[config.mk]
export PLATFORM = sky130hd
export DESIGN_NAME = cmp_threshold_monitor
export DESIGN_NICKNAME = d
export VERILOG_FILES = /design/src/rtl/cmp_pkg.sv /design/src/rtl/cmp_core.sv /design/src/rtl/cmp_threshold_monitor.sv
export SDC_FILE = /design/constraint.sdc
export NUM_CORES = 1
export LEC_CHECK = 0
export CORE_MARGIN = 2
export CORE_UTILIZATION = 41
export DETAILED_ROUTE_END_ITERATION = 6
export PLACE_DENSITY = 0.81
export SLEW_MARGIN = 0
export SYNTH_ARGS = -nofsm -noshare
export SYNTH_HDL_FRONTEND = slang
export SYNTH_SLANG_ARGS = --single-unit
[constraint.sdc]
create_clock -name clk -period 1.7 [get_ports clk]
set_input_delay 0.17 -clock clk [delete_from_list [all_inputs] [get_ports clk]]
set_output_delay 0.17 -clock clk [all_outputs]
set_load 0.1 [all_outputs]
[src/rtl/cmp_pkg.sv]
// Shared definitions for the threshold monitor: default widths, run-counter
// width, the three-flag compare result and the saturating counter helper.
package cmp_pkg;

   localparam int W_DEF       = 4;
   localparam int RUN_LEN_DEF = 4;
   localparam int CNT_W       = 4;

   typedef struct packed {
      logic equal;
      logic greater;
      logic lower;
   } flags_t;

   // Increment that sticks at lim once reached.
   function automatic logic [CNT_W-1:0] sat_inc(input logic [CNT_W-1:0] v,
                                                input logic [CNT_W-1:0] lim);
      if (v >= lim) begin
         return lim;
      end
      return v + CNT_W'(1);
   endfunction

endpackage

[src/rtl/cmp_core.sv]
// Pure combinational unsigned compare of a against b, producing exactly one
// of equal / greater / lower.
module cmp_core
   import cmp_pkg::*;
#(
   parameter int W = W_DEF
) (
   input  logic [W-1:0] a,
   input  logic [W-1:0] b,
   output flags_t       flags
);

   always_comb begin
      flags.equal   = (a == b);
      flags.greater = (a > b);
      flags.lower   = (a < b);
   end

endmodule

[src/rtl/cmp_threshold_monitor.sv]
// Streams samples against a loadable threshold, registers the compare flags
// behind a valid/ready stage and raises a sticky alarm on a run of greater
// samples. Defining CMP_MINMAX_EN adds min_val/max_val extreme tracking.
module cmp_threshold_monitor
   import cmp_pkg::*;
#(
   parameter int RUN_LEN = RUN_LEN_DEF,
   parameter int W       = W_DEF
) (
   input  logic             clk,
   input  logic             rst,
   input  logic             load,
   input  logic [W-1:0]     thr,
   input  logic             in_valid,
   output logic             in_ready,
   input  logic [W-1:0]     a,
   output logic             out_valid,
   input  logic             out_ready,
   output logic             equal,
   output logic             greater,
   output logic             lower,
   output logic [CNT_W-1:0] run_cnt,
   output logic             alarm,
   input  logic             alarm_clr
`ifdef CMP_MINMAX_EN
   ,
   output logic [W-1:0]     min_val,
   output logic [W-1:0]     max_val
`endif
);

   localparam logic [CNT_W-1:0] RUN_LIM = CNT_W'(RUN_LEN);

   logic [W-1:0]     thr_reg;
   flags_t           cmp_flags;
   flags_t           flags_reg;
   logic             out_valid_reg;
   logic [CNT_W-1:0] run_cnt_reg;
   logic [CNT_W-1:0] run_cnt_next;
   logic             alarm_reg;
   logic             alarm_next;
   logic             alarm_set;
   logic             accept;

   assign in_ready = !out_valid_reg || out_ready;
   assign accept   = in_valid && in_ready;

   // Compare against the threshold currently held, so a coincident load
   // only affects later samples.
   cmp_core #(
      .W (W)
   ) u_core (
      .a     (a),
      .b     (thr_reg),
      .flags (cmp_flags)
   );

   always_comb begin
      run_cnt_next = run_cnt_reg;
      alarm_set    = 1'b0;
      if (load) begin
         run_cnt_next = '0;
      end else if (accept) begin
         if (cmp_flags.greater) begin
            run_cnt_next = sat_inc(run_cnt_reg, RUN_LIM);
            alarm_set    = (run_cnt_reg != RUN_LIM) && (run_cnt_next == RUN_LIM);
         end else begin
            run_cnt_next = '0;
         end
      end
   end

   // A new alarm outranks a clear arriving in the same cycle.
   always_comb begin
      alarm_next = alarm_reg;
      if (alarm_set) begin
         alarm_next = 1'b1;
      end else if (alarm_clr || load) begin
         alarm_next = 1'b0;
      end
   end

   always_ff @(posedge clk) begin
      if (rst) begin
         thr_reg       <= '0;
         out_valid_reg <= 1'b0;
         flags_reg     <= '0;
         run_cnt_reg   <= '0;
         alarm_reg     <= 1'b0;
      end else begin
         if (load) begin
            thr_reg <= thr;
         end
         if (accept) begin
            out_valid_reg <= 1'b1;
            flags_reg     <= cmp_flags;
         end else if (out_ready) begin
            out_valid_reg <= 1'b0;
         end
         run_cnt_reg <= run_cnt_next;
         alarm_reg   <= alarm_next;
      end
   end

   assign out_valid = out_valid_reg;
   assign equal     = flags_reg.equal;
   assign greater   = flags_reg.greater;
   assign lower     = flags_reg.lower;
   assign run_cnt   = run_cnt_reg;
   assign alarm     = alarm_reg;

`ifdef CMP_MINMAX_EN
   logic [W-1:0] min_reg;
   logic [W-1:0] max_reg;

   always_ff @(posedge clk) begin
      if (rst || load) begin
         min_reg <= '1;
         max_reg <= '0;
      end else if (accept) begin
         if (a < min_reg) begin
            min_reg <= a;
         end
         if (a > max_reg) begin
            max_reg <= a;
         end
      end
   end

   assign min_val = min_reg;
   assign max_val = max_reg;
`endif

endmodule

# Word-level counts from Yosys, hierarchy flattened
# Cells that the tools add are included.
# totals
wordCells	39
reg_bits	13
# op_classes
add_sub_neg	1
eq_ne	3
n_mux	17
n_lt_le_gt_ge	3
reduce_logical	8
# op_table
op	count
2-to-1 mux 4 bit	6
2-to-1 mux 1 bit	11
adder 4 x 1 -> 4 bit, second input constant	1
== test 4 x 3 -> 1 bit, second input constant	1
== test 4 bit	1
greater-or-equal comparator 4 x 3 -> 1 bit, second input constant	1
greater-than comparator 4 bit	1
< comparator 4 bit	1
inequality test 4 x 3 -> 1 bit, second input constant	1
nonzero test 2 bit	2
logical AND 1 bit	2
logical OR 1 bit	2
OR reduction 2 bit	1
zero test 1 bit	1

# Logic depth before layout (Yosys ltp)
# Gate-level depths: netlist (run 1).
# depth
ltp_word	15
depth_mapped	6
ltp_nobuf	6

# Modules after synthesis
# Synthesis (run 1) repeated with hierarchy kept, for this count alone.
# hier_totals
hier_cells	75
area_unflattened_um2	700.7
# by_module_without_submodules
mod	seq_area_each_um2	instances	cells_each	area_each_um2
cmp_threshold_monitor	260.2	1	59	571.8
cmp_core	0.0	1	16	128.9

# Worst setup path before layout (run 1)
# No wires, ideal clock.
# synth_timing
path_kind	register to register
from	register out_valid_reg (netlist: out_valid)
to	register run_cnt_reg[2] (netlist: run_cnt[2])
path_slack_ps	-571
setup_time_ps	120
n_path_buf	0
stages_incl_launch_ff	5
arrival_ps	2151
path_cell_list	dfxtp_1 -> nand2b_2 -> nand2_2 -> nor2_1 -> o221a_2
# synth_via
elab_chain_cells	3
# synth_rtl
element	line_no	rtl
start, declared	cmp_threshold_monitor.sv:37	logic out_valid_reg;
start signal, assigned	cmp_threshold_monitor.sv:86	out_valid_reg <= 1'b0;
start signal, assigned	cmp_threshold_monitor.sv:95	out_valid_reg <= 1'b1;
start signal, assigned	cmp_threshold_monitor.sv:98	out_valid_reg <= 1'b0;
zero test 1 bit	cmp_threshold_monitor.sv:45	assign in_ready = !out_valid_reg || out_ready;
logical OR 1 bit	cmp_threshold_monitor.sv:45	
named net in_ready	cmp_threshold_monitor.sv:15	output logic in_ready,
logical AND 1 bit	cmp_threshold_monitor.sv:46	assign accept = in_valid && in_ready;
end signal, assigned	cmp_threshold_monitor.sv:100	run_cnt_reg <= run_cnt_next;
end, declared	cmp_threshold_monitor.sv:38	logic [CNT_W-1:0] run_cnt_reg;
# The timed path passes the listed nets, and every way through them passes these cells.
# A chain may end at the register's enable or synchronous reset.

# Worst setup path in the final report (run 1)
# layout_timing
from	register thr_reg[1]
to	register run_cnt_reg[2] (netlist: run_cnt[2])
# layout_via
elab_chain_cells	2
# layout_rtl
element	line_no	rtl
start, declared	cmp_threshold_monitor.sv:34	logic [W-1:0] thr_reg;
start signal, assigned	cmp_threshold_monitor.sv:92	thr_reg <= thr;
greater-than comparator 4 bit	cmp_core.sv:15	flags.greater = (a > b);
2-to-1 mux 4 bit	cmp_threshold_monitor.sv:64	if (cmp_flags.greater) begin
# No other way between the ends.

==> qor.csv, run 1 <==
metric,value,unit
grt_pass1_vias,547,
synth_commonest_cells,"13 x dfxtp_1, 7 x inv_1, 7 x nor2_1",
first_pass_iters,2,
synthAdderAreaFrac,11.41,%
wl_per_cell,11.04,um
yosys_warnings,0,
grt_overflow,0,
slew_headroom,81.50,%
netlist_top_cells_area,"dfxtp_1 40%, ha_1 11%, mux2i_1 7.6%",
cp_data_required_time,1.87,ns
syn_inst,70,
rsz0062_at_grt,no,
tightestPinTransition,0.2798,ns
grt.total_usage,15.14,%
core,0.001506,sq mm
die_x,44.07,um
port-buffer-count,23,
min_period_over_period,86.99,%
post-cts-setup-buffer-count,0,
met3_usage,2.857,%
finalSetupViolations,0,
cts_buffers,3,
syn_area,658.1,sq um
finalHoldViolCount,0,
vias,583,
power_density,728.4,mW/mm^2
met2_usage,25.88,%
ys_types,24,
period_needed,1.479,ns
synth.top_cell.area_share,39.54,%
fill_cells,139,
cp_num_buf_inv,1,
cp-start-kind,register,
antenna_cells,0,
fin_nets,120,
synth_top_area_cell,dfxtp_1,
synth-compound-area-share,12.36,%
status,"finished, final reports clean",
antenna_found_initial,0,
place_area,940.9,sq um
slowest_delay,0.33,ns
synth_top_family_by_area,simple AND/OR/NAND/NOR gates,
synth_seq_area_share,39.54,%
synth_fp_nets,90,
synth-simple-area-share,22.24,%
instances_no_fill,115,
avgSynthCellArea,9.402,sq um
cap_violations,0,
path_cells,"inv_1, ha_1, nor2b_1, o211ai_1, a21oi_1, o221a_2",
viasPerCell,5.070,
cts_sinks,13,
clock_path_buffers,2,
floorplan.rows,14,
slowest_stage,dfxtp_1,
slew_viol_final,0,
arrival,1.65,ns
critPathMaxFanout,3,
busiest_layer,met2,
synth-edff-count,0,
synth-seq-cells,13,
dieArea,0.001942,sq mm
drt_iter0_markers,3,
layout-drive-gt1-share,26.26,%
clk_pin_slew_worst_paths,0.08,ns
io_pins,24,
cellLeakagePower,0.4270,nW
hpwl,1.079,mm
peakVddDrop,0.4363,mV
critical_path_class,register to register,
ant_nets,0,
dp_cells,111,
synth_most_common_cell,dfxtp_1,
cts.repair.resized,0,
grt_pass1_wl,2.152,mm
cts_tree,done,
fin_area,967.2,sq um
syn_to_final_growth,46.96,%
ctsHoldBuffers,0,
insertion_delay,0.27,ns
place_congestion,0.7826,
skew,0.005257,ns
synth-xor-area-share,0,%
hp-class,register to register,
cts_max_level,1,
synth_top_flop_cell,dfxtp_1,
synthArstFlopShare,0,%
drc,0,
muxShareOfSynthArea,7.605,%
start_util,43.69,%
path_delay_family,compound AO/OA/AOI/OAI gates,
grt_max_degree,10,
die-height,44.07,um
cts-root-buf,clkbuf_4,
routed_wl,1.270,mm
end_kind,register,
timing.fmax,676.2,MHz
use_met1,18.16,%
## worst register-to-register path: stages, from the launching register on
cell	delay, ns
dfxtp_1	0.33
inv_1	0.05
ha_1	0.27
nor2b_1	0.13
o211ai_1	0.24
a21oi_1	0.10
o221a_2	0.27
## cell type report
class                      instances  area [sq um]  area share [%]
sequential                        13         264.0           27.30
timing repair buffer              27         272.8           28.20
tap                               16         20.02           2.070
inverter                           7         26.28           2.717
clock buffer                       4         26.28           2.717
multi-input combinational         48         357.8           37.00
## per-stage QoR
stage	hold WS [ns]	util [%]	total power [W]	setup WS, ns	setup TNS, ns
2_1_floorplan	0.2919	-	0.0004567	0.06022	0
3_3_place_gp	0.4525	62.46	0.0005191	-0.01382	-0.01382
3_5_place_dp	0.4511	62.46	0.0005236	-0.02888	-0.07417
4_1_cts	0.4622	64.20	0.0007148	0.2087	0
5_1_grt	0.4906	64.20	0.0007461	0.09403	0
6_report	0.4589	64.20	0.0007045	0.2211	0
## power breakdown
group | total, W | switching, W | leakage, nW | internal, W
clock network | 0.000190 | 0.0000993 | 0.0150 | 0.0000909
registers | 0.000326 | 0.00000830 | 0.107 | 0.000318
logic | 0.000188 | 0.000112 | 0.305 | 0.0000761
## cells in the final DEF (no fill, tap or decap)
cell type / netlist / layout
and3_2: 1 / 1
clkbuf_4: 0 / 3
nand2_1: 3 / 3
a211o_1: 1 / 1
nand2_2: 1 / 1
nand4_1: 1 / 1
inv_1: 7 / 7
and4_1: 1 / 1
buf_12: 0 / 3
dfxtp_1: 13 / 10
dfxtp_2: 0 / 3
o21ai_2: 1 / 1
nand3b_1: 2 / 2
nor2_8: 1 / 1
o211ai_1: 1 / 1
buf_4: 1 / 11
nor2b_1: 1 / 1
ha_1: 6 / 6
nor2_1: 7 / 7
or4b_1: 1 / 1
a21oi_1: 6 / 6
o221a_2: 1 / 1
nand3_1: 4 / 4
mux2i_1: 5 / 5
o21ai_0: 3 / 3
nand2b_4: 0 / 1
clkbuf_1: 0 / 1
clkdlybuf4s50_1: 0 / 13
## cell families after synthesis
family                     Yosys count
DFF                                 13
and+or+nand+nor                     24
buffers and inverters                9
muxes                                5
adders and majority gates            6
AOI/OAI and AO/OA                   13
## layer usage
layer	routed length [um]	part of all wire, %
met2	671	53
met4	16	1.3
met5	0	0
met1	506	40
met3	75	5.9
## path summary, 6_finish.rpt
kind	slack, ns	cells after the start	startpoint	to
max	0.22	6	thr_reg[1]	run_cnt[2]
min	0.46	2	greater	greater
max reg2reg	0.22	6	thr_reg[1]	run_cnt[2]
min reg2reg	0.46	2	greater	greater
Power figures use the tool's default switching activity.
==> inputs of run 2 (changes only) <==
CORE_ASPECT_RATIO = 0.9   (was default)
==> run 2 against run 1 <==
Wire length is 1.8% lower. Clock skew is 0.00066 ns lower. Sequential share of layout area is 0.55 points lower. Largest cell class unchanged. Highest routed layer unchanged.
==> qor.csv, run 2 (synthesized netlist as in run 1, its figures left out) <==
metric,value,unit
skew,0.004596,ns
cts_tree,done,
cts_sinks,13,
instances_no_fill,121,
hp-class,register to register,
critical_path_class,register to register,
grt_overflow,0,
finalHoldViolCount,0,
dp_cells,117,
final_cell_mix,"13 x clkdlybuf4s50_1, 10 x dfxtp_1, 10 x buf_4",
cts_buffers,3,
slowest_delay,0.34,ns
insertion_delay,0.28,ns
grt_pass1_vias,524,
wl_met3,62,um
viasPerCell,4.818,
arrival,1.71,ns
power_density,715.2,mW/mm^2
final_common_cell,clkdlybuf4s50_1,
slowest_stage,dfxtp_1,
routed_wl,1.247,mm
ant_nets,0,
tightestPinTransition,0.2794,ns
dieArea,0.001942,sq mm
timing.fmax,652.6,MHz
cellLeakagePower,0.4299,nW
floorplan.rows,13,
period_needed,1.532,ns
wl_per_cell,10.31,um
port-buffer-count,23,
drt_iter0_markers,5,
grt.total_usage,15.29,%
post-cts-setup-buffer-count,0,
cap_violations,0,
critPathMaxFanout,3,
first_pass_iters,2,
cts_max_level,1,
clock_path_buffers,2,
place_area,960.9,sq um
cp_data_required_time,1.88,ns
fin_area,987.2,sq um
status,"finished, final reports clean",
clk_pin_slew_worst_paths,0.08,ns
layout-drive-gt1-share,26.26,%
antenna_found_initial,0,
ctsHoldBuffers,0,
cts-root-buf,clkbuf_4,
die-height,42.01,um
peakVddDrop,0.4075,mV
path_cells,"inv_1, ha_1, nor2b_1, o211ai_1, a21oi_1, o221a_2",
fill_cells,125,
start_util,44.46,%
end_kind,register,
grt_pass1_wl,2.104,mm
fin_nets,120,
hold_depth,2,
r2r_cells,6,
met1_length,534,um
die_x,46.23,um
antenna_cells,0,
cts.repair.resized,0,
cp.depth,6,
hpwl,1.065,mm
drc,0,
path_delay_family,compound AO/OA/AOI/OAI gates,
cp_num_buf_inv,1,
min_period_over_period,90.14,%
grt_max_degree,10,
slew_headroom,81.29,%
io_pins,24,
place_congestion,0.7330,
multiInputGateArea,357.8,sq um
post-route-util,66.69,%
cp-start-kind,register,
core,0.001480,sq mm
rsz0062_at_grt,no,
regArea,264.0,sq um
slew_viol_final,0,
top_layer,met4,
vias,583,
wl_met2,622,um
syn_to_final_growth,50.00,%
finalSetupViolations,0,
run 2: worst register-to-register path, delay by kind of cell, from the launching register on:
kind                     cells  cell delay, ns
AO/OA/AOI/OAI                3            0.63
flip-flops                   1            0.34
adder cells (fa/ha/maj)      1            0.28
AND/OR/NAND/NOR              1            0.13
buffers and inverters        1            0.05
run 2: area by class of cell:
cell class / instances / share of cell area (%)
well taps: 22 / 2.788
inverters: 7 / 2.662
multi-input cells: 48 / 36.25
flip-flops and latches: 13 / 26.74
clock buffers: 4 / 2.662
repair buffers: 27 / 28.90
run 2: stage by stage:
stage	setup WS (ns)	hold slack (ns)	setup TNS (ns)	power [W]
finish	0.1676	0.4605	0	0.0007060
global route	0.09263	0.4875	0	0.0007400
CTS	0.1513	0.4617	0	0.0007145
detailed placement	-0.08528	0.4509	-0.2333	0.0005251
global placement	-0.03924	0.4470	-0.04903	0.0005217
floorplan	0.06022	0.2919	0	0.0004567
run 2: final timing paths:
| path | to | start | slack (ns) |
|---|---|---|---|
| hold / removal | lower | lower | 0.46 |
| setup / recovery | run_cnt[2] | thr_reg[1] | 0.17 |
| setup reg to reg | run_cnt[2] | thr_reg[1] | 0.17 |
| hold reg to reg | lower | lower | 0.46 |
run 2: report_power, final:
group | switching, W | internal (W) | total (W)
Clock | 0.0000986 | 0.0000912 | 0.000190
Combinational | 0.000111 | 0.0000784 | 0.000189
Sequential | 0.00000918 | 0.000318 | 0.000327
run 2: routing by layer:
| metal | global-route usage [%] | up-vias |
|---|---|---|
| li1 | - | 302 |
| met3 | 7.759 | 4 |
| met5 | 0 | - |
| met4 | 6.857 | 0 |
| met2 | 23.06 | 11 |
| met1 | 17.65 | 266 |
==> inputs of run 3 (changes only) <==
CTS_BUF_LIST = sky130_fd_sc_hd__clkbuf_8   (was default)
==> run 3 against run 2 <==
Wire length rose by 1.5%. Register-to-register slack barely moved. Combinational power barely moved. Worst setup slack got worse by 0.0058 ns. Global-route usage rose by 0.68 points. Cell count did not move. Flip-flop and latch count did not move. Clock power rose by 38%. Critical path depth did not move. Critical path type unchanged. Largest cell class unchanged.
==> qor.csv, run 3 (synthesized netlist as in run 1, its figures left out) <==
metric,value,unit
status,"finished, final reports clean",
clock_path_buffers,2,
peakVddDrop,0.5093,mV
tightestPinTransition,0.2824,ns
hp-start,lower,
start_util,44.46,%
clk_pin_slew_worst_paths,0.05,ns
core,0.001480,sq mm
arrival,1.67,ns
slew_viol_final,0,
power_density,775.9,mW/mm^2
hold_depth,2,
vias,587,
cellLeakagePower,0.4418,nW
die-height,42.01,um
io_pins,24,
ctsHoldBuffers,0,
grt_max_degree,10,
post-cts-setup-buffer-count,0,
post-route-util,67.96,%
slowest_delay,0.33,ns
rsz0062_at_grt,no,
cts.repair.resized,0,
finalSetupViolations,0,
dieArea,0.001942,sq mm
r2r_cells,6,
slew_headroom,81.09,%
insertion_delay,0.24,ns
wl_per_cell,10.46,um
cp_data_required_time,1.83,ns
tns,0,ns
hold_path_end,lower,
reg2reg_slack,0.16,ns
floorplan.rows,13,
cp-start-kind,register,
grt_pass1_wl,2.187,mm
drt_iter0_markers,7,
routed_wl,1.266,mm
reg2reg_to,run_cnt[2],
skew,0.002027,ns
slowest_stage,dfxtp_1,
viasPerCell,4.851,
cts_max_level,1,
hp-class,register to register,
critPathMaxFanout,3,
cts_sinks,13,
critical_path_class,register to register,
dp_slack,-0.08528,ns
final_common_cell,clkdlybuf4s50_1,
fill_cells,120,
layout-drive-gt1-share,26.26,%
cts_buffers,3,
drc,0,
p_total,0.0007805,W
hpwl,1.065,mm
syn_to_final_growth,52.85,%
cts-root-buf,clkbuf_8,
grt_pass1_vias,535,
ant_nets,0,
fin_area,0.001006,sq mm
layout_setup_ws,0.1617,ns
fin_nets,120,
antenna_cells,0,
die_x,46.23,um
cts_tree,done,
timing.fmax,650.1,MHz
port-buffer-count,23,
antenna_found_initial,0,
grt_overflow,0,
final_cell_mix,"13 x clkdlybuf4s50_1, 10 x dfxtp_1, 10 x buf_4",
grt.total_usage,15.97,%
finalHoldViolCount,0,
period_needed,1.538,ns
end_kind,register,
first_pass_iters,3,
place_area,960.9,sq um
cap_violations,0,
reg2reg_from,thr_reg[1],
place_congestion,0.7330,
path_cells,"inv_1, ha_1, nor2b_1, o211ai_1, a21oi_1, o221a_2",
min_period_over_period,90.49,%
==> run 3: worst max path at each step <==
stage / from / to / slack (ns) / cells after the start
6_report: thr_reg[1] / run_cnt[2] / 0.16 / 6
3_5_place_dp: a[1] / run_cnt[2] / -0.09 / 6
2_1_floorplan: run_cnt[0] / alarm / 0.06 / 6
4_1_cts: thr_reg[1] / run_cnt[2] / 0.15 / 6
5_1_grt: thr_reg[1] / run_cnt[2] / 0.10 / 6
3_3_place_gp: a[1] / run_cnt[2] / -0.04 / 6
==> run 3: through the flow <==
step / instances / hold slack, ns
2_1_floorplan: 70 / 0.2919
3_3_place_gp: 117 / 0.4470
3_5_place_dp: 117 / 0.4509
4_1_cts: 121 / 0.4581
5_1_grt: 121 / 0.4838
6_report: 121 / 0.4543
==> run 3: cell type report <==
type	instances	area, sq um	share of cell area (%)
sequential	13	264.0	26.24
clock inverter	1	3.754	0.3731
tap	22	27.53	2.736
clock buffer	3	41.29	4.104
timing repair buffer	27	285.3	28.36
multi-input combinational	48	357.8	35.57
inverter	7	26.28	2.612
==> run 3: power by group <==
part           total (W)  switching (W)  internal, W
Clock           0.000263       0.000104     0.000159
Sequential      0.000328     0.00000908     0.000319
Combinational   0.000190       0.000111    0.0000786
Total           0.000780       0.000224     0.000556
==> run 3: worst max-delay path: cells and delay by family, from the launching register on <==
family	cells	cell delay [ns]
adders and majority gates	1	0.28
and+or+nand+nor	1	0.13
DFF	1	0.33
buffers and inverters	1	0.05
AOI/OAI and AO/OA	3	0.64
==> run 3: per-layer routing <==
| metal | up-vias | share of wire, % | global-route usage [%] |
|---|---|---|---|
| met3 | 5 | 5.0 | 7.759 |
| met4 | 0 | 2.2 | 6.857 |
| met2 | 11 | 51 | 25.28 |
| met5 | - | 0 | 0 |
| li1 | 302 | - | - |
| met1 | 269 | 41 | 17.65 |
